<file path="config.mk">
export PLATFORM = sky130hd
export DESIGN_NAME = veda_mem_arbiter_flat
export DESIGN_NICKNAME = d
export VERILOG_FILES = /design/src/rtl/veda_mem_pkg.sv /design/src/rtl/veda_mem_arbiter_if.sv /design/src/rtl/veda_rr_arb2.sv /design/src/rtl/veda_mem_arbiter.sv /design/src/flat_wrapper.sv
export SDC_FILE = /design/constraint.sdc
export NUM_CORES = 1
export LEC_CHECK = 0
export ABC_AREA = 1
export CORE_MARGIN = 2
export CORE_UTILIZATION = 32
export DETAILED_ROUTE_END_ITERATION = 8
export GPL_TIMING_DRIVEN = 0
export MAX_ROUTING_LAYER = met4
export PLACE_DENSITY = 0.77
export SETUP_SLACK_MARGIN = 0.5
export SLEW_MARGIN = 20
export SYNTH_ARGS = -nofsm -noshare
export SYNTH_HDL_FRONTEND = slang
export SYNTH_SLANG_ARGS = --single-unit
</file>
<file path="constraint.sdc">
create_clock -name clk -period 2 [get_ports clk]
set_input_delay 0.3 -clock clk [delete_from_list [all_inputs] [get_ports clk]]
set_output_delay 0.3 -clock clk [all_outputs]
set_load 0.02 [all_outputs]
</file>
<file path="src/rtl/veda_mem_pkg.sv">
// rtl/veda_mem_pkg.sv - shared types and constants for the VEDA memory arbiter
// Purpose: state encoding, requester ids, memory mode values, default sizes
// and the address range check used by the arbiter.
package veda_mem_pkg;

  typedef enum logic [1:0] {
    ST_IDLE  = 2'd0,
    ST_ISSUE = 2'd1,
    ST_RESP  = 2'd2
  } state_e;

  localparam logic REQ_IFU = 1'b0;
  localparam logic REQ_LSU = 1'b1;

  localparam logic MODE_READ  = 1'b1;
  localparam logic MODE_WRITE = 1'b0;

  localparam int DEFAULT_DEPTH  = 256;
  localparam int DEFAULT_DATA_W = 32;

  // Full 32-bit compare: high address bits never wrap into the array.
  function automatic logic addr_in_range(input logic [31:0] addr, input int depth);
    return addr < 32'(depth);
  endfunction

endpackage

</file>
<file path="src/rtl/veda_mem_arbiter_if.sv">
// rtl/veda_mem_arbiter_if.sv - request/response and memory-side bus bundle
// Purpose: groups the IFU port, the LSU port, the memory control port and busy.
// Modports:
//   slave  - arbiter side: takes requests and mem_rdata, drives grants,
//            responses, memory controls and busy.
//   master - core/memory side: the mirror image of slave.
interface veda_mem_arbiter_if #(
  parameter int DATA_W = 32
);

  logic              ifu_req;
  logic [31:0]       ifu_addr;
  logic              ifu_gnt;
  logic              ifu_rvalid;
  logic [DATA_W-1:0] ifu_rdata;
  logic              ifu_err;

  logic              lsu_req;
  logic              lsu_we;
  logic [31:0]       lsu_addr;
  logic [DATA_W-1:0] lsu_wdata;
  logic              lsu_gnt;
  logic              lsu_rvalid;
  logic [DATA_W-1:0] lsu_rdata;
  logic              lsu_err;

  logic [31:0]       mem_addr;
  logic              mem_mode;
  logic              mem_write_en;
  logic [DATA_W-1:0] mem_write_data;
  logic [DATA_W-1:0] mem_rdata;

  logic              busy;

  modport slave (
    input  ifu_req, ifu_addr,
    input  lsu_req, lsu_we, lsu_addr, lsu_wdata,
    input  mem_rdata,
    output ifu_gnt, ifu_rvalid, ifu_rdata, ifu_err,
    output lsu_gnt, lsu_rvalid, lsu_rdata, lsu_err,
    output mem_addr, mem_mode, mem_write_en, mem_write_data,
    output busy
  );

  modport master (
    output ifu_req, ifu_addr,
    output lsu_req, lsu_we, lsu_addr, lsu_wdata,
    output mem_rdata,
    input  ifu_gnt, ifu_rvalid, ifu_rdata, ifu_err,
    input  lsu_gnt, lsu_rvalid, lsu_rdata, lsu_err,
    input  mem_addr, mem_mode, mem_write_en, mem_write_data,
    input  busy
  );

endinterface

</file>
<file path="src/rtl/veda_rr_arb2.sv">
// rtl/veda_rr_arb2.sv - two-requester round-robin arbiter
// Ports:
//   clk, rst  - clock, asynchronous active-high reset
//   en_i      - grants allowed this cycle
//   req_i[1:0]- requests, bit 0 = IFU, bit 1 = LSU
//   gnt_o[1:0]- one-hot grant (combinational), same bit order
module veda_rr_arb2
  import veda_mem_pkg::*;
(
  input  logic       clk,
  input  logic       rst,
  input  logic       en_i,
  input  logic [1:0] req_i,
  output logic [1:0] gnt_o
);

  logic last_q, last_d;
  logic [1:0] gnt;

  always_comb begin
    gnt    = 2'b00;
    last_d = last_q;
    if (en_i) begin
      if (req_i == 2'b11) begin
        // Tie goes to whichever port was not served last.
        gnt = (last_q == REQ_IFU) ? 2'b10 : 2'b01;
      end else begin
        gnt = req_i;
      end
      if (gnt[0]) begin
        last_d = REQ_IFU;
      end else if (gnt[1]) begin
        last_d = REQ_LSU;
      end
    end
  end

  always_ff @(posedge clk or posedge rst) begin
    if (rst) begin
      last_q <= REQ_LSU;
    end else begin
      last_q <= last_d;
    end
  end

  assign gnt_o = gnt;

endmodule

</file>
<file path="src/rtl/veda_mem_arbiter.sv">
// rtl/veda_mem_arbiter.sv - IFU/LSU arbiter and sequencer for the VEDA data memory
// Ports:
//   clk, rst - clock, asynchronous active-high reset
//   bus      - slave modport: IFU/LSU request+response, memory controls, busy
// Grant in cycle N, memory access at the edge ending N+1, rvalid in N+2.
module veda_mem_arbiter
  import veda_mem_pkg::*;
#(
  parameter int DEPTH  = DEFAULT_DEPTH,
  parameter int DATA_W = DEFAULT_DATA_W
) (
  input  logic               clk,
  input  logic               rst,
  veda_mem_arbiter_if.slave  bus
);

  state_e            state_q;
  logic              id_q;
  logic              err_q;
  logic              mem_mode_q;
  logic              mem_we_q;
  logic [31:0]       mem_addr_q;
  logic [DATA_W-1:0] mem_wdata_q;

  logic              gnt_en;
  logic [1:0]        gnt_vec;
  logic              any_gnt;
  logic              gnt_id;
  logic [31:0]       addr_d;
  logic              we_d;
  logic              err_d;
  logic [DATA_W-1:0] wdata_d;

  assign gnt_en = (state_q == ST_IDLE) || (state_q == ST_RESP);

  veda_rr_arb2 u_arb (
    .clk   (clk),
    .rst   (rst),
    .en_i  (gnt_en),
    .req_i ({bus.lsu_req, bus.ifu_req}),
    .gnt_o (gnt_vec)
  );

  assign any_gnt = |gnt_vec;
  assign gnt_id  = gnt_vec[1] ? REQ_LSU : REQ_IFU;
  assign addr_d  = (gnt_id == REQ_LSU) ? bus.lsu_addr : bus.ifu_addr;
  assign we_d    = (gnt_id == REQ_LSU) && bus.lsu_we;
  assign wdata_d = bus.lsu_wdata;
  assign err_d   = !addr_in_range(addr_d, DEPTH);

  always_ff @(posedge clk or posedge rst) begin
    if (rst) begin
      state_q     <= ST_IDLE;
      id_q        <= REQ_IFU;
      err_q       <= 1'b0;
      mem_mode_q  <= MODE_WRITE;
      mem_we_q    <= 1'b0;
      mem_addr_q  <= '0;
      mem_wdata_q <= '0;
    end else begin
      case (state_q)
        ST_IDLE, ST_RESP: begin
          if (any_gnt) begin
            state_q    <= ST_ISSUE;
            id_q       <= gnt_id;
            err_q      <= err_d;
            mem_mode_q <= (!err_d && !we_d) ? MODE_READ : MODE_WRITE;
            mem_we_q   <= !err_d && we_d;
            // Out-of-range accesses leave address/data untouched so the
            // memory sees a pure no-op.
            if (!err_d) begin
              mem_addr_q <= addr_d;
            end
            if (!err_d && we_d) begin
              mem_wdata_q <= wdata_d;
            end
          end else begin
            state_q <= ST_IDLE;
          end
        end
        ST_ISSUE: begin
          state_q    <= ST_RESP;
          mem_mode_q <= MODE_WRITE;
          mem_we_q   <= 1'b0;
        end
        default: begin
          state_q    <= ST_IDLE;
          mem_mode_q <= MODE_WRITE;
          mem_we_q   <= 1'b0;
        end
      endcase
    end
  end

  assign bus.ifu_gnt = gnt_vec[0];
  assign bus.lsu_gnt = gnt_vec[1];

  // Responses are decoded from RESP; rdata comes straight from the memory
  // output register, which holds the read word or the echoed write word.
  assign bus.ifu_rvalid = (state_q == ST_RESP) && (id_q == REQ_IFU);
  assign bus.lsu_rvalid = (state_q == ST_RESP) && (id_q == REQ_LSU);
  assign bus.ifu_err    = bus.ifu_rvalid && err_q;
  assign bus.lsu_err    = bus.lsu_rvalid && err_q;
  assign bus.ifu_rdata  = (bus.ifu_rvalid && !err_q) ? bus.mem_rdata : '0;
  assign bus.lsu_rdata  = (bus.lsu_rvalid && !err_q) ? bus.mem_rdata : '0;

  assign bus.mem_addr       = mem_addr_q;
  assign bus.mem_mode       = mem_mode_q;
  assign bus.mem_write_en   = mem_we_q;
  assign bus.mem_write_data = mem_wdata_q;
  assign bus.busy           = (state_q != ST_IDLE);

endmodule

</file>
<file path="src/flat_wrapper.sv">
// flat-port wrapper written by rule: the top's interface ports become plain ports
module veda_mem_arbiter_flat import veda_mem_pkg::*;
#(
  parameter int DEPTH  = DEFAULT_DEPTH,
  parameter int DATA_W = DEFAULT_DATA_W
)
  (clk, rst, bus_ifu_req, bus_ifu_addr, bus_lsu_req, bus_lsu_we, bus_lsu_addr, bus_lsu_wdata, bus_mem_rdata, bus_ifu_gnt, bus_ifu_rvalid, bus_ifu_rdata, bus_ifu_err, bus_lsu_gnt, bus_lsu_rvalid, bus_lsu_rdata, bus_lsu_err, bus_mem_addr, bus_mem_mode, bus_mem_write_en, bus_mem_write_data, bus_busy);
  veda_mem_arbiter_if #(.DATA_W(DATA_W)) bus_i ();
  input  logic clk;
  input  logic rst;
  input wire logic [$bits(bus_i.ifu_req)-1:0] bus_ifu_req;
  input wire logic [$bits(bus_i.ifu_addr)-1:0] bus_ifu_addr;
  input wire logic [$bits(bus_i.lsu_req)-1:0] bus_lsu_req;
  input wire logic [$bits(bus_i.lsu_we)-1:0] bus_lsu_we;
  input wire logic [$bits(bus_i.lsu_addr)-1:0] bus_lsu_addr;
  input wire logic [$bits(bus_i.lsu_wdata)-1:0] bus_lsu_wdata;
  input wire logic [$bits(bus_i.mem_rdata)-1:0] bus_mem_rdata;
  output wire logic [$bits(bus_i.ifu_gnt)-1:0] bus_ifu_gnt;
  output wire logic [$bits(bus_i.ifu_rvalid)-1:0] bus_ifu_rvalid;
  output wire logic [$bits(bus_i.ifu_rdata)-1:0] bus_ifu_rdata;
  output wire logic [$bits(bus_i.ifu_err)-1:0] bus_ifu_err;
  output wire logic [$bits(bus_i.lsu_gnt)-1:0] bus_lsu_gnt;
  output wire logic [$bits(bus_i.lsu_rvalid)-1:0] bus_lsu_rvalid;
  output wire logic [$bits(bus_i.lsu_rdata)-1:0] bus_lsu_rdata;
  output wire logic [$bits(bus_i.lsu_err)-1:0] bus_lsu_err;
  output wire logic [$bits(bus_i.mem_addr)-1:0] bus_mem_addr;
  output wire logic [$bits(bus_i.mem_mode)-1:0] bus_mem_mode;
  output wire logic [$bits(bus_i.mem_write_en)-1:0] bus_mem_write_en;
  output wire logic [$bits(bus_i.mem_write_data)-1:0] bus_mem_write_data;
  output wire logic [$bits(bus_i.busy)-1:0] bus_busy;
  assign bus_i.ifu_req = bus_ifu_req;
  assign bus_i.ifu_addr = bus_ifu_addr;
  assign bus_i.lsu_req = bus_lsu_req;
  assign bus_i.lsu_we = bus_lsu_we;
  assign bus_i.lsu_addr = bus_lsu_addr;
  assign bus_i.lsu_wdata = bus_lsu_wdata;
  assign bus_i.mem_rdata = bus_mem_rdata;
  assign bus_ifu_gnt = bus_i.ifu_gnt;
  assign bus_ifu_rvalid = bus_i.ifu_rvalid;
  assign bus_ifu_rdata = bus_i.ifu_rdata;
  assign bus_ifu_err = bus_i.ifu_err;
  assign bus_lsu_gnt = bus_i.lsu_gnt;
  assign bus_lsu_rvalid = bus_i.lsu_rvalid;
  assign bus_lsu_rdata = bus_i.lsu_rdata;
  assign bus_lsu_err = bus_i.lsu_err;
  assign bus_mem_addr = bus_i.mem_addr;
  assign bus_mem_mode = bus_i.mem_mode;
  assign bus_mem_write_en = bus_i.mem_write_en;
  assign bus_mem_write_data = bus_i.mem_write_data;
  assign bus_busy = bus_i.busy;
  veda_mem_arbiter #(.DEPTH(DEPTH), .DATA_W(DATA_W)) u_core (.clk(clk), .rst(rst), .bus(bus_i));
endmodule
</file>
# Word level (Yosys, flattened, before mapping)
# Index checks and enable logic that the tools add are counted.
dict set report classes {
  eq_ne 4
  reduce_logical 22
  muxes 17
  bitwise_logic 1
  n_lt_le_gt_ge 1
}
# operator count
set op_table {}
lappend op_table {{32-bit 2-to-1 mux} 3}
lappend op_table {{32-bit by 9-bit < comparator with 1-bit output (second input constant)} 1}
lappend op_table {{1-bit logical AND} 9}
lappend op_table {{1-bit 2-to-1 mux} 9}
lappend op_table {{2-bit 2-to-1 mux} 4}
lappend op_table {{3-bit AND reduction} 2}
lappend op_table {{2-bit == test (second input constant)} 2}
lappend op_table {{2-bit case mux with 2 select lines} 1}
lappend op_table {{2-bit AND reduction} 2}
lappend op_table {{2-bit nonzero test} 2}
lappend op_table {{2-bit OR reduction} 2}
lappend op_table {{1-bit logical NOT} 3}
lappend op_table {{2-bit by 1-bit == test with 1-bit output (second input constant)} 1}
lappend op_table {{2-bit logical NOT} 1}
lappend op_table {{2-bit by 1-bit != test with 1-bit output (second input constant)} 1}
lappend op_table {{1-bit logical OR} 1}
lappend op_table {{1-bit NOT} 1}
dict set report word_totals {
  regBits 71
  wordCells 53
  out_inout_bits 137
}

# Longest topological paths before layout
dict set report depth {
  word_depth 11
  mapped_depth 13
  depth_no_buf 11
}

# Hierarchy
# From an unflattened synthesis, not the netlist that was laid out.
dict set report hier_totals {
  hier_cells 554
  area_unflattened_um2 3762.4
}
# module instances cells_each area_per_inst_um2 seq_area_each_um2
set by_module_without_submodules {}
lappend by_module_without_submodules {veda_mem_arbiter 1 542 3693.5 1751.7}
lappend by_module_without_submodules {veda_rr_arb2 1 12 68.8 26.3}

# Least setup slack after synthesis
# Ideal clock, no wire load.
dict set report synth_path {
  kind {register -> output}
  from {register u_core.state_q[0]}
  to {output port bus_lsu_rdata[10]}
  arrival_time_ps 1769
  slack_ps -69
  t_required_ps 1700
  n_path_buf 1
  path_stages_with_launch 5
  path_cell_list {dfrtp_1 > nor3_1 > nand2_1 > clkbuf_1 > nor2_1}
}
dict set report synth_via {
  elab_chain_len 4
}
# item line
set synth_rtl {}
lappend synth_rtl {{from (decl)} veda_mem_arbiter.sv:17} ;# state_e state_q;
lappend synth_rtl {{from (signal assigned)} veda_mem_arbiter.sv:53} ;# state_q <= ST_IDLE;
lappend synth_rtl {{from (signal assigned)} veda_mem_arbiter.sv:64} ;# state_q <= ST_ISSUE;
lappend synth_rtl {{from (signal assigned)} veda_mem_arbiter.sv:78} ;# state_q <= ST_IDLE;
lappend synth_rtl {{2-bit == test} veda_mem_arbiter.sv:101} ;# assign bus.lsu_rvalid = (state_q == ST_RESP) && (id_q == REQ_LSU);
lappend synth_rtl {{1-bit logical AND} veda_mem_arbiter.sv:101}
lappend synth_rtl {{net bus_lsu_rvalid} flat_wrapper.sv:23} ;# output wire logic [$bits(bus_i.lsu_rvalid)-1:0] bus_lsu_rvalid;
lappend synth_rtl {{1-bit logical AND} veda_mem_arbiter.sv:105} ;# assign bus.lsu_rdata = (bus.lsu_rvalid && !err_q) ? bus.mem_rdata : '0;
lappend synth_rtl {{32-bit 2-to-1 mux} veda_mem_arbiter.sv:105}
lappend synth_rtl {{to (decl)} flat_wrapper.sv:24} ;# output wire logic [$bits(bus_i.lsu_rdata)-1:0] bus_lsu_rdata;
# The timed path passes the listed nets, and every way through them passes these cells.

# Worst setup path in the final report
dict set report layout_path {
  from {register u_core.u_arb.last_q}
  to {register u_core.mem_wdata_q[27] (netlist: u_core.bus.mem_write_data[27])}
}
dict set report layout_via {
  elab_chain_len 9
  word_cells_on_any_way 11
  cone_classes {order compare: 1; mux: 6; reduce/logical: 4}
}
# item line
set layout_rtl {}
lappend layout_rtl {{from (decl)} veda_rr_arb2.sv:17} ;# logic last_q, last_d;
lappend layout_rtl {{from (signal assigned)} veda_rr_arb2.sv:42} ;# last_q <= last_d;
lappend layout_rtl {{2-bit 2-to-1 mux (*)} veda_rr_arb2.sv:26} ;# gnt = (last_q == REQ_IFU) ? 2'b10 : 2'b01;
lappend layout_rtl {{2-bit 2-to-1 mux (*)} veda_rr_arb2.sv:24} ;# if (req_i == 2'b11) begin
lappend layout_rtl {{2-bit 2-to-1 mux (*) (2 in a row)} veda_rr_arb2.sv:23} ;# if (en_i) begin
lappend layout_rtl {{1-bit 2-to-1 mux} veda_mem_arbiter.sv:45} ;# assign gnt_id = gnt_vec[1] ? REQ_LSU : REQ_IFU;
lappend layout_rtl {{32-bit 2-to-1 mux} veda_mem_arbiter.sv:46} ;# assign addr_d = (gnt_id == REQ_LSU) ? bus.lsu_addr : bus.ifu_addr;
lappend layout_rtl {{32-bit by 9-bit < comparator with 1-bit output} veda_mem_pkg.sv:23} ;# return addr < 32'(depth);
lappend layout_rtl {{1-bit logical AND} veda_mem_arbiter.sv:74} ;# if (!err_d && we_d) begin
lappend layout_rtl {{3-bit AND reduction (no source line) (*)} n/a}
lappend layout_rtl {{to (signal assigned)} veda_mem_arbiter.sv:75} ;# mem_wdata_q <= wdata_d;
lappend layout_rtl {{to (decl)} veda_mem_arbiter.sv:23} ;# logic [DATA_W-1:0] mem_wdata_q;
# Every way passes the cells marked *; elsewhere a longest branch is shown, timed or not. The select of a mux whose other input is x is not followed.
# A chain may end at the register's enable or synchronous reset.

==> reports/results.tsv <==
metric	value	unit
num rows	39	
Final setup viols	95	
Max clock buf depth	2	
CP Launch Type	register	
Syn-to-layout area delta	128	%
mux contribution to synthesized area	0	%
slack of the critical path	-162	ps
YS warnings	0	
clk slew on worst S/H paths	60	ps
fin. max-slew vios	0	
register area	1780	um^2
Worst Skew	9.82	ps
worst path required time	2210	ps
Worst Path Max Fanout	8	
main combinational cell family by area after synthesis	simple AND/OR/NAND/NOR gates	
CP Capture Type	register	
CP Cell Sequence	nand2_4 > nand3_4 > buf_12 > nand2_1 > nand2_1 > nand2_1 > nor2_1 > nand2_2 > nor2_4 > buf_12 > nand3_4 > clkbuf_16 > nand2_1 > nand2_1	
area share of the largest cell type after synthesis	46.7	%
register bit total from synthesis	71	
largest net degree at the start of global routing	29	
GRT Overall Usage	26.6	%
PwrDens	547	nW/um^2
synth cell count leaders	nand2_1, nor2_1, dfrtp_1, inv_1, nand4_1	
post-synthesis xor/xnor area fraction	0	%
vias	4725	
initial antenna violation count	0	
vias in the first global route	5039	
initial DRC count	139	
CTS tree	done	
status	finished, violations left	
routability cong.	0.981	
CTS Buf Count	9	
max incr delay on CP	560	ps
Initial Util	32.9	%
first-pass GRT wire length	26000	um
Port Buffer Count	269	
RSZ-0062 raised after global routing	yes	
htree depth	3	
leading area contributor after synthesis	dfrtp_1	
CTS sink count	71	
Min-Delay Path Class	in -> async	
top-count cell post-synth	nand2_1	
number of flops mapped to enable cells by yosys	0	
share of cells above drive strength 1	38.6	%
Top Ports	270	
vias per cell	4.72	
Synth Flop Type	dfrtp_1	
Seq/Total Area, Yosys	47.4	%
synthesized cell area	3750	um^2
Worst-Skew Late Latency	330	ps
drt pass-1 iters	4	
total core area	11400	um^2
worst-margin pin slew	544	ps
slowest CP cell	dfstp_2	
Avg Cell Area, Syn	6.98	um^2
failing checks	negative setup slack	
simple-gate area share of the yosys netlist	39.9	%
VDD IR max	0.534	mV
WP data arrival	2370	ps
slew margin rel.	63.7	%
Util after Layout	74.9	%
ys async rst share	100	%
diode count	0	
fmax	463	MHz
DRC	0	
Synth Area in Adders	0	%
Synth Area in Compound Gates	0.533	%
DP HPWL	12000	um
Crit Path Category	reg -> reg	
die height	112	um
CTS root buf	clkbuf_16	
# fillers	828	
post-route ant nets	0	
nets@finish	986	
Syn Inst Count	538	
setup_tns	-7660	ps
final instance area	8560	um^2
Hold Fails Final Rpt	0	
syn_nets	671	
fin crit period	2160	ps
synth unique cells	21	
DRT Wirelength	16800	um
top cells by area in the synthesized netlist	dfrtp_1, nand2_1, nor2_1, nand4_1, inv_1	
area of the die	12600	um^2
final period utilization	108	%
placed inst area	7380	um^2
CP dominant cell by count	nand2_1	
multi-input logic area	2380	um^2
Max Cap Violations	0	
GRT overflow	0	
Die Wd	112	um
Leakage	4.53	nW
wire per inst	16.8	um
==> registers in the layout, indices dropped and copies added, names as in the netlist <==
signal,flops
u_core.bus.mem_addr,32
u_core.state_q,2
u_core.bus.mem_mode,1
u_core.err_q,1
u_core.bus.mem_write_en,1
u_core.bus.mem_write_data,32
u_core.u_arb.last_q,1
u_core.id_q,1
==> final cells by class <==
type                    instances  share of cell area (%)
well taps                     143                    2.09
plain buffers                  30                    4.24
inverters                      85                    3.86
flip-flops and latches         71                    20.8
clock inverters                 6                    1.08
repair buffers                303                    37.4
multi-input cells             353                    27.9
clock buffers                  10                    2.68
==> through the flow <==
step / cells / setup slack, ps / hold slack [ps] / total power [W]
floorplan: 538 / 167 / 403 / 0.00219
finish: 1001 / -162 / 385 / 0.00468
detailed placement: 952 / -665 / 427 / 0.00271
global route: 1001 / -262 / 421 / 0.00489
global placement: 950 / -584 / 417 / 0.00267
CTS: 994 / -88.0 / 386 / 0.00458
==> critical path, delay by kind of cell, from the launching register on <==
family                 cells  cell delay [ps]
buffers and inverters      3              500
and+or+nand+nor           11             1010
DFF                        1              560
==> per-layer routing <==
metal,GRT usage [%],routed length (um),vias to the layer above
li1,-,-,2268
met1,29.0,6190,2218
met2,48.6,9110,198
met3,4.97,949,41
met4,8.78,534,0
met5,-,0,-
==> power breakdown <==
part | internal, W | switching, W | total, W
sequential | 0.00149 | 0.0000627 | 0.00155
clock | 0.00110 | 0.000622 | 0.00172
combinational | 0.000661 | 0.000748 | 0.00141
total | 0.00325 | 0.00143 | 0.00468
==> path summary, 6_finish.rpt <==
path                                                        endpoint                                 from  cells past startpoint  slack [ps]
setup / recovery           u_core.bus.mem_write_data[27]$_DFFE_PP0P_      u_core.u_arb.last_q$_DFFE_PP1P_                     14        -160
hold / removal                   u_core.bus.mem_addr[23]$_DFFE_PP0P_                                  rst                      2         380
setup reg to reg           u_core.bus.mem_write_data[27]$_DFFE_PP0P_      u_core.u_arb.last_q$_DFFE_PP1P_                     14        -160
hold reg to reg                  u_core.bus.mem_addr[19]$_DFFE_PP0P_  u_core.bus.mem_addr[19]$_DFFE_PP0P_                      2         470
max in group asynchronous  u_core.bus.mem_write_data[20]$_DFFE_PP0P_                                  rst                      3        1100
min in group clk                 u_core.bus.mem_addr[19]$_DFFE_PP0P_  u_core.bus.mem_addr[19]$_DFFE_PP0P_                      2         470
==> cell usage in the layout (no fill, tap or decap), types with 2 or more instances in the layout <==
cell type	n
nand2_1	134
clkdlybuf4s50_1	131
buf_6	92
nor2_4	68
dfrtp_1	68
dlygate4sd2_1	67
inv_1	56
nand2_2	54
nand4_1	41
inv_2	25
clkbuf_16	22
nand2_4	18
nand3b_1	12
buf_4	9
nor2_1	8
buf_2	6
clkbuf_1	4
buf_12	4
inv_4	3
nand3_4	3
nand3_1	3
buf_8	3
clkinvlp_4	3
nor2_2	2
clkbuf_4	2
o21ai_0	2
nor3_4	2
bufinv_16	2
dfrtp_2	2
==> timing repair <==
item,CTS,global route
pin swaps,12,13
buffers inserted,11,6
cloned,15,1
endpoints found under the setup margin,207,141
gates resized for setup,571,76
hold buffers,0,0
==> cell families (layout without fill, tap and decap cells) <==
logic type,Yosys count,in the layout
buffers and inverters,115,434
AND/OR/NAND/NOR,348,349
flip-flops,71,71
AO/OA/AOI/OAI,4,4
(Power assumes the default switching activity.)
